$ cat src/rtl/range_updown_counter.sv
// Up/down counter over a programmable closed range [LOW, HIGH] with load, enable,
// wrap/saturate mode, ripple terminal count and a registered wrap pulse.
// Optional: define RANGE_COUNTER_LOAD_CLAMP_EN to clamp parallel-load data into range.
module range_updown_counter #(
    parameter int WIDTH    = 4,
    parameter int LOW      = 2,
    parameter int HIGH     = 9,
    parameter int SATURATE = 0
) (
    input  logic             CP,
    input  logic             _CLR,
    input  logic             EN,
    input  logic             M,
    input  logic             _LD,
    input  logic [WIDTH-1:0] D,
    output logic [WIDTH-1:0] Q,
    output logic             _TC,
    output logic             _Qcc
);

    localparam logic [WIDTH-1:0] LowVal  = LOW[WIDTH-1:0];
    localparam logic [WIDTH-1:0] HighVal = HIGH[WIDTH-1:0];
    localparam logic             SatMode = (SATURATE != 0);

    logic [WIDTH-1:0] count_q, count_d;
    logic             qcc_q, qcc_d;
    logic [WIDTH-1:0] loadValue;
    logic [WIDTH-1:0] terminalValue;
    logic [WIDTH-1:0] wrapValue;
    logic             atTerminal;
    logic             outOfRange;

`ifdef RANGE_COUNTER_LOAD_CLAMP_EN
    always_comb begin
        loadValue = D;
        if (D < LowVal) begin
            loadValue = LowVal;
        end else if (D > HighVal) begin
            loadValue = HighVal;
        end
    end
`else
    assign loadValue = D;
`endif

    // The terminal is the bound being approached; the wrap target is the opposite bound.
    assign terminalValue = M ? HighVal : LowVal;
    assign wrapValue     = M ? LowVal : HighVal;
    assign atTerminal    = (count_q == terminalValue);
    assign outOfRange    = (count_q < LowVal) || (count_q > HighVal);

    always_comb begin
        count_d = count_q;
        qcc_d   = 1'b1;
        if (!_LD) begin
            count_d = loadValue;
        end else if (EN) begin
            qcc_d = ~atTerminal;
            if (outOfRange) begin
                count_d = wrapValue;
            end else if (atTerminal) begin
                count_d = SatMode ? count_q : wrapValue;
            end else if (M) begin
                count_d = count_q + WIDTH'(1);
            end else begin
                count_d = count_q - WIDTH'(1);
            end
        end
    end

    always_ff @(posedge CP or negedge _CLR) begin
        if (!_CLR) begin
            count_q <= LowVal;
            qcc_q   <= 1'b1;
        end else begin
            count_q <= count_d;
            qcc_q   <= qcc_d;
        end
    end

    // Terminal count stays combinational so cascaded stages see it within the same cycle.
    assign _TC  = ~(EN & atTerminal);
    assign Q    = count_q;
    assign _Qcc = qcc_q;

endmodule

$ cat config.mk
export PLATFORM = sky130hd
export DESIGN_NAME = range_updown_counter
export DESIGN_NICKNAME = d
export VERILOG_FILES = /design/src/rtl/range_updown_counter.sv
export SDC_FILE = /design/constraint.sdc
export NUM_CORES = 1
export LEC_CHECK = 0
export ABC_AREA = 1
export BUFFER_PORTS_ARGS = -buffer_cell sky130_fd_sc_hd__buf_2
export CAP_MARGIN = 0
export CORE_AREA = 2 2 39 41
export CTS_CLUSTER_SIZE = 16
export DETAILED_ROUTE_END_ITERATION = 8
export DIE_AREA = 0 0 41 43
export GPL_TIMING_DRIVEN = 1
export PLACE_DENSITY = 0.65
export SLEW_MARGIN = 20
export SYNTH_ARGS = -nofsm -noshare
export SYNTH_HDL_FRONTEND = slang
export SYNTH_SLANG_ARGS = --single-unit
$ cat constraint.sdc
create_clock -name CP -period 2.92 [get_ports CP]
set_input_delay 0 -clock CP [delete_from_list [all_inputs] [get_ports CP]]
set_output_delay 0 -clock CP [all_outputs]
set_load 0.01 [all_outputs]
==> results.txt, run 1 <==
----------------------------------------------------
[STA]
  Final number of max-transition violations ... 0
  Fmax ... between 0.5 and 0.6 GHz
  Slack of the critical path ... about 1.0 ns
  Headroom to the max-slew limit ... 0.826
  Clock period minus worst slack ... ~1.9 ns
  Final cycle utilization of the critical path ... 0.651
  Post-Route Hold Slack ... between 0.08 and 0.09 ns
  Pin slew with the least headroom to its limit ... roughly 0.26 ns
  Sum Neg Setup Slack ... 0 ns
  Setup repair after global routing missed its margin ... false
  Number of setup violations in the final report ... 0
  Worst clock skew ... 0.0000905 ns
  Final Hold Fails ... 0

[Synth]
  Most frequent cells after synthesis ... nand2_1, nand3_1, nor2_1
  Count of unique library cells instantiated by Yosys ... 16
  Average cell area after synthesis ... approximately 6.6 um2
  Share of Yosys cell area claimed by the top area cell type ... 0.172
  Dominant synthesized flop cell ... dfrtp_1
  Warnings from Yosys ... 0
  Cell types occupying the most area after synthesis ... dfrtp_1, nand2_1, dfstp_2
  Synthesized netlist net count ... ~80
  Yosys reg bits ... 5
  Combined area of all synthesized cells ... between 400 and 500 um2
  Share of synthesized flip-flops with an asynchronous set or reset ... 1.00
  Leading area contributor after synthesis ... dfrtp_1
  Count of mapped cells out of synthesis ... 66
  Most instantiated library cell after synthesis ... nand2_1
  Post-synth EDFFs ... 0
  Register area share after synthesis ... 0.293

[Placed design]
  Post-place instance area ... approximately 530 um2
  Placed wire-length estimate after detailed placement ... 839 um
  Pre-CTS setup slack ... approximately 1.4 ns
  Count of buffers inserted at the top-level ports ... 14
  Global placement routability congestion ... approximately 0.85

[Routing]
  Detailed-route vias per instance ... between 4 and 5
  Number of antenna-violating nets in the routed design ... 0
  DRT iter0 DRCs ... 21
  Average wire per standard cell ... 9.95 um
  Number of vias after detailed routing ... slightly below 500
  Total DRC errors in the routed layout ... 0
  Detailed-route wire length ... approximately 1000 um
  Initial DRT Pass Iterations ... 4

[Critical path]
  Startpoint of the worst-slack reg-to-reg timing path ... Q[1]
  Worst reg2reg path endpoint ... _Qcc
  Startpoint kind of the worst setup timing path ... register
  R2r worst-path depth ... 8
  CP required ... roughly 3.1 ns
  Category of the most critical setup path ... register to register
  Register-to-register path setup slack ... between 1 and 1.5 ns
  Critical path arrival ... 2.06 ns
  Critical path endpoint category ... register
  Worst-path maximum fanout ... 6

[Die]
  Initial Utilization ... 0.315
  Cell Rows ... 14
  Die Y-Extent ... ~43 um
  Std-Cell Core Area ... 0.00138 mm2
  Area of the die ... roughly 0.0018 mm2
  Number of top-level pins ... 15
  Horizontal die dimension ... about 40 um

[Status]
  Outcome ... completed

[Global route]
  Antenna violations before repair ... 0
  GRT Resource Usage Total ... 0.147
  Met1 Use GR ... 0.205
  First-pass GRT wire length ... around 1800 um
  Via count of the first global-routing pass ... 437
  Largest net degree at the start of global routing ... 7
  GR Overflow Total ... 0
  GR peak layer ... met2
  Met3 Usage GRT ... 0.0471
  Grt met2 use ... 0.222

[Power]
  Internal cell power ... ~190 uW
  Pwr Density ... 502 mW/mm2
  Portion of total power attributed to the clock network ... 0.256
  Highest ir drop seen on vdd ... between 0.3 and 0.4 mV
  Switching power total ... 116 uW
  Lkg Pwr ... 0.319 nW
  Part of the power in registers ... 0.325
  Portion of total power attributed to combinational logic ... 0.419
  Fraction of power spent switching nets ... 0.384
  PnR Total Power ... slightly above 300 uW

[Clock network]
  TritonCTS buffer count ... 3
  Skew-Pair Late Insertion Delay ... 0.24 ns
  TritonCTS clock tree ... yes
  Count of H-tree levels built during CTS ... 1
  Clock sink total ... 5
  Clock transition at the register clock pins on the worst setup and hold paths after CTS ... 0.04 ns
  Clk root buf ... clkbuf_4
  Longest Clk Path Bufs ... 2

[Final layout]
  Multi-input logic area ... 270 um2
  Post-Layout Inst Area ... 602 um2
  Share of post-route cells with drive strength above 1 ... 0.337
  Synth-to-Final Area Change ... 38.2%
  Post-layout net count ... around 100
  Diode insertion count for antenna repair ... 0
  FF+latch area ... between 100 and 150 um2
  Fillcell total ... roughly 140

[Run]
  MaxCap Viol Count ... 0

[Min path]
  Worst hold path endpoint ... Q[3]
  Hold Path Depth ... 4
  Startpoint of the lowest-slack hold path ... D[3]
  Path category of the worst min-delay check ... primary input to register

----------------------------------------------------
==> metal layers <==
metal / share of wire / wire length [um] / vias up
met5: 0 / 0 / -
met4: 0 / 0 / 0
met3: 0.056 / 58 / 0
met2: 0.51 / 529 / 16
met1: 0.44 / 457 / 214
li1: - / - / 252
==> layout by cell type, fill, tap and decap left out, drive strengths merged <==
master       synthesis  final
dlygate4sd3          0      5
dfstp                2      2
a21oi                2      2
nand2               23     23
clkbuf               0      4
nor2                10     10
fa                   1      1
dfrtp                3      3
inv                  9      9
ha                   2      2
o21bai               1      1
clkinv               1      1
o21ai                3      3
nand3                7      7
o211ai               2      2
buf                  0     14
==> area by class of cell <==
cell class,count,area share
sequential,5,0.212
tap,16,0.0333
timing repair buffer,19,0.200
inverter,10,0.0624
multi-input combinational,51,0.449
clock buffer,4,0.0437
==> power by group through the flow <==
| stage | Sequential [mW] | Combinational [mW] | Clock [mW] |
|---|---|---|---|
| final | 0.0982 | 0.126 | 0.0775 |
| after detailed placement | 0.0984 | 0.122 | 0 |
| after global routing | 0.101 | 0.143 | 0.0856 |
| after global placement | 0.0978 | 0.121 | 0 |
| after floorplan | 0.101 | 0.0821 | 0 |
| after CTS | 0.0978 | 0.127 | 0.0798 |
==> registers in the layout (all words and copies together), names as in the netlist <==
| name | cells |
|---|---|
| Q | 4 |
| _Qcc | 1 |
==> logic make-up (layout without fill, tap and decap cells) <==
kind of cell / Yosys count / in the layout / synth area share
AND/OR/NAND/NOR: 40 / 40 / 0.399
adder cells (fa/ha/maj): 3 / 3 / 0.103
buffers and inverters: 10 / 33 / 0.0862
AO/OA/AOI/OAI: 8 / 8 / 0.118
flip-flops: 5 / 5 / 0.293
==> worst max-delay path: stages (launching register included) <==
cell and delay (ns):
dfstp_2 0.58, ha_1 0.26, inv_1 0.06, nand2_1 0.05, nor2_2 0.11, nand2_2 0.08, inv_1 0.08, nand3_1 0.06
dlygate4sd3_1 0.55
==> worst max-delay path by stage <==
| stage | from | to | cells after the start |
|---|---|---|---|
| after floorplan | Q[1] | Q[3] | 9 |
| after global placement | Q[1] | Q[3] | 9 |
| after detailed placement | Q[1] | Q[3] | 9 |
| after CTS | Q[1] | _Qcc | 8 |
| after global routing | Q[1] | _Qcc | 8 |
| final | Q[1] | _Qcc | 8 |
==> timing repair <==
item	in CTS	in global routing
setup buffers	0	0
resized for setup	0	0
hold endpoints to repair	8	0
hold buffers	5	0
==> per-stage QoR <==
step | instances | util
after floorplan | 66 | -
after global placement | 96 | 0.380
after detailed placement | 96 | 0.380
after CTS | 105 | 0.435
after global routing | 105 | 0.435
final | 105 | 0.435
Note: power is estimated with default switching activity, not from simulation.
==> inputs of run 2 (changes only) <==
--- a/config.mk
+++ b/config.mk
@@ -5,7 +5,7 @@
 export SDC_FILE = /design/constraint.sdc
 export NUM_CORES = 1
 export LEC_CHECK = 0
-export ABC_AREA = 1
+export ABC_AREA = 0
 export BUFFER_PORTS_ARGS = -buffer_cell sky130_fd_sc_hd__buf_2
 export CAP_MARGIN = 0
 export CORE_AREA = 2 2 39 41
@@ -13,7 +13,7 @@
 export DETAILED_ROUTE_END_ITERATION = 8
 export DIE_AREA = 0 0 41 43
 export GPL_TIMING_DRIVEN = 1
-export PLACE_DENSITY = 0.65
+export PLACE_DENSITY = 0.62
 export SLEW_MARGIN = 20
 export SYNTH_ARGS = -nofsm -noshare
 export SYNTH_HDL_FRONTEND = slang
==> constraint.sdc (replaced) <==
create_clock -name CP -period 1.8 [get_ports CP]
set_input_delay 0 -clock CP [delete_from_list [all_inputs] [get_ports CP]]
set_output_delay 0 -clock CP [all_outputs]
set_load 0.01 [all_outputs]
==> run 2 against run 1 <==
  * Clock skew increased by 0.00070 ns
  * First-iteration DRC count fell by 67%
  * Final cell count is 21% lower
  * Sequential share of layout area rose by 2.0 points
  * Sequential power increased by 52%
  * Global-route usage fell by 1.3 points
  * Die area unchanged
  * Count of clock-buffer cells in the layout unchanged
  * Non-clock buffer count fell by 2
  * Critical path depth decreased by 2
  * Worst hold slack worse by 0.073 ns
  * Critical endpoint is now Q[3]
  * Largest power group unchanged
==> results.txt, run 2 <==
----------------------------------------------------
[Synth]
  Combined area of all synthesized cells ... 399 um2 (was 435 um2)
  Average cell area after synthesis ... 8.32 um2 (was 6.60 um2)
  Yosys reg bits ... 5 (unchanged)
  Cell types occupying the most area after synthesis ... dfrtp_1, dfstp_2, ha_1 (was dfrtp_1, nand2_1, dfstp_2)
  Dominant synthesized flop cell ... dfrtp_1 (unchanged)
  Most frequent cells after synthesis ... nor2_1, a21oi_1, o21ai_0 (was nand2_1, nand3_1, nor2_1)
  Register area share after synthesis ... 0.320 (was 0.293)
  Most instantiated library cell after synthesis ... nor2_1 (was nand2_1)
  Share of Yosys cell area claimed by the top area cell type ... 0.188 (was 0.172)
  Share of synthesized flip-flops with an asynchronous set or reset ... 1.00 (unchanged)
  Count of unique library cells instantiated by Yosys ... 25 (was 16)
  Warnings from Yosys ... 0 (unchanged)
  Leading area contributor after synthesis ... dfrtp_1 (unchanged)
  Count of mapped cells out of synthesis ... 48 (was 66)
  Synthesized netlist net count ... 60 (was 78)
  Post-synth EDFFs ... 0 (unchanged)

[Final layout]
  Diode insertion count for antenna repair ... 0 (unchanged)
  Most common cell after layout, fill and taps aside ... buf_2 (was nand2_1)
  Number of cells in the finished layout apart from fillers ... 83 (was 105)
  Number of flip-flops in the largest register ... 4 (unchanged)
  Most frequent cells in the layout ... buf_2, nor2_1, o21ai_0 (was nand2_1, buf_2, nor2_1, nand3_1)
  Post-layout net count ... 80 (was 102)
  Synth-to-Final Area Change ... 37.9% (was 38.2%)
  Post-Layout Inst Area ... 551 um2 (was 602 um2)
  Share of post-route cells with drive strength above 1 ... 0.358 (was 0.337)

[Clock network]
  Clock sink total ... 5 (unchanged)
  TritonCTS buffer count ... 3 (unchanged)
  TritonCTS clock tree ... yes (unchanged)
  Count of H-tree levels built during CTS ... 1 (unchanged)
  Skew-Pair Late Insertion Delay ... 0.24 ns (about the same)
  Postcts setup bufs ... 0 (unchanged)
  Clock transition at the register clock pins on the worst setup and hold paths after CTS ... 0.04 ns (about the same)
  Longest Clk Path Bufs ... 2 (unchanged)
  Clk root buf ... clkbuf_4 (unchanged)

[STA]
  Fmax ... 0.603 GHz (was 0.526 GHz)
  Final cycle utilization of the critical path ... 0.921 (was 0.651)
  Final number of max-transition violations ... 0 (unchanged)
  Worst clock skew ... 0.000788 ns (was 0.0000905 ns)
  Sum Neg Setup Slack ... 0 ns (unchanged)
  Slack of the critical path ... 0.141 ns (was 1.02 ns)
  Headroom to the max-slew limit ... 0.765 (was 0.826)
  Pin slew with the least headroom to its limit ... 0.351 ns (was 0.262 ns)
  Final Hold Fails ... 0 (unchanged)
  Setup repair after global routing missed its margin ... false (unchanged)
  Number of setup violations in the final report ... 0 (unchanged)
  Clock period minus worst slack ... 1.66 ns (was 1.90 ns)

[Run]
  MaxCap Viol Count ... 0 (unchanged)

[Status]
  Outcome ... completed (unchanged)

[Power]
  Lkg Pwr ... 0.232 nW (was 0.319 nW)
  PnR Total Power ... 473 uW (was 302 uW)
  Highest ir drop seen on vdd ... 0.414 mV (was 0.300 mV)
  Pwr Density ... 858 mW/mm2 (was 502 mW/mm2)

[Routing]
  DRT iter0 DRCs ... 7 (was 21)
  Number of vias after detailed routing ... 419 (was 482)
  Initial DRT Pass Iterations ... 4 (unchanged)
  Detailed-route wire length ... 890 um (was 1050 um)
  Number of antenna-violating nets in the routed design ... 0 (unchanged)
  Total DRC errors in the routed layout ... 0 (unchanged)
  Detailed-route vias per instance ... 5.05 (was 4.59)
  Average wire per standard cell ... 10.7 um (was 9.95 um)

[Global route]
  Met1 Use GR ... 0.158 (was 0.205)
  GR Overflow Total ... 0 (unchanged)
  Antenna violations before repair ... 0 (unchanged)
  Via count of the first global-routing pass ... 402 (was 437)
  Met3 Usage GRT ... 0.0157 (was 0.0471)
  GRT Resource Usage Total ... 0.133 (was 0.147)
  GR peak layer ... met2 (unchanged)
  First-pass GRT wire length ... 1570 um (was 1810 um)
  Grt met2 use ... 0.197 (was 0.222)
  Largest net degree at the start of global routing ... 12 (was 7)

[Critical path]
  Critical path endpoint category ... register (unchanged)
  Worst path cell trace ... ha_1, a21oi_2, a21oi_1, nor4_2, xnor2_1, o21ai_0 (was ha_1, inv_1, nand2_1, nor2_2, nand2_2, inv_1, nand3_1, dlygate4sd3_1)
  Longest individual stage delay on the worst path ... 0.43 ns (was 0.58 ns)
  Worst-path maximum fanout ... 6 (unchanged)
  CP required ... 1.91 ns (was 3.08 ns)
  Register-to-register path setup slack ... 0.14 ns (was 1.02 ns)
  Category of the most critical setup path ... register to register (unchanged)
  Startpoint kind of the worst setup timing path ... register (unchanged)
  Critical path arrival ... 1.77 ns (was 2.06 ns)
  Slowest stage cell on the critical path ... dfrtp_1 (was dfstp_2)

[Die]
  Std-Cell Core Area ... 0.00138 mm2 (unchanged)
  Horizontal die dimension ... 41 um (unchanged)
  Area of the die ... 0.00176 mm2 (unchanged)
  Number of top-level pins ... 15 (unchanged)
  Die Y-Extent ... 43 um (unchanged)
  Cell Rows ... 14 (unchanged)
  Initial Utilization ... 0.288 (was 0.315)

[Placed design]
  Placed insts ... 77 (was 96)
  Global placement routability congestion ... 0.780 (was 0.849)
  Post-place instance area ... 489 um2 (was 526 um2)
  Placed wire-length estimate after detailed placement ... 689 um (was 839 um)
  Pre-CTS setup slack ... 0.0959 ns (was 1.38 ns)
  Count of buffers inserted at the top-level ports ... 14 (unchanged)

[Min path]
  Path category of the worst min-delay check ... primary input to register (unchanged)

----------------------------------------------------
run 2: where the power goes:
group          total, mW  internal (mW)  leakage [nW]  switching (mW)
Combinational      0.198         0.0919         0.161           0.106
Clock              0.125         0.0835        0.0150          0.0418
Sequential         0.149          0.132        0.0556          0.0175
Total              0.473          0.307         0.232           0.165
run 2: worst paths after layout:
kind | from | end | depth (start not counted)
worst max-delay path | Q[2] | Q[3] | 6
worst min-delay path | D[2] | Q[2] | 3
worst max register to register | Q[2] | Q[3] | 6
worst min register to register | Q[1] | Q[1] | 2
max in group asynchronous | _CLR | _Qcc | 2
min in group asynchronous | _CLR | Q[2] | 2
run 2: layout make-up:
type | count | area (um2)
clock buffers | 4 | 26.3
fillers | 154 | 833
inverters | 2 | 7.51
multi-input cells | 39 | 272
flip-flops and latches | 5 | 128
well taps | 16 | 20.0
repair buffers | 17 | 97.6
run 2: cell families after synthesis:
logic type | Yosys count | synth area share
and+or+nand+nor | 19 | 0.245
AOI/OAI and AO/OA | 13 | 0.194
DFF | 5 | 0.320
buffers and inverters | 4 | 0.0376
xor gates and xnor gates | 3 | 0.0658
adders and majority gates | 3 | 0.113
muxes | 1 | 0.0251
run 2: critical path, delay by kind of cell (launching register included):
| family | cells | cell delay, ns |
|---|---|---|
| AO/OA/AOI/OAI | 3 | 0.35 |
| XOR/XNOR | 1 | 0.15 |
| adder cells (fa/ha/maj) | 1 | 0.35 |
| flip-flops | 1 | 0.43 |
| AND/OR/NAND/NOR | 1 | 0.25 |
run 2: metrics by stage:
stage	util	hold slack (ns)
3_5_place_dp	0.354	-0.181
5_1_grt	0.398	0.0439
6_report	0.398	0.00986
4_1_cts	0.387	0.00438
3_3_place_gp	0.354	-0.181
2_1_floorplan	-	-0.296
run 2: repair_timing:
| item | CTS | global route |
|---|---|---|
| setup endpoints to repair | 0 | 2 |
| hold endpoints to repair | 6 | 0 |
| hold buffers | 2 | 0 |
| gates resized for setup | 0 | 3 |
run 2: metal layers:
metal / part of all wire / wire length (um)
met1: 0.42 / 377
met2: 0.51 / 457
met3: 0.047 / 42
met4: 0.015 / 13
met5: 0 / 0
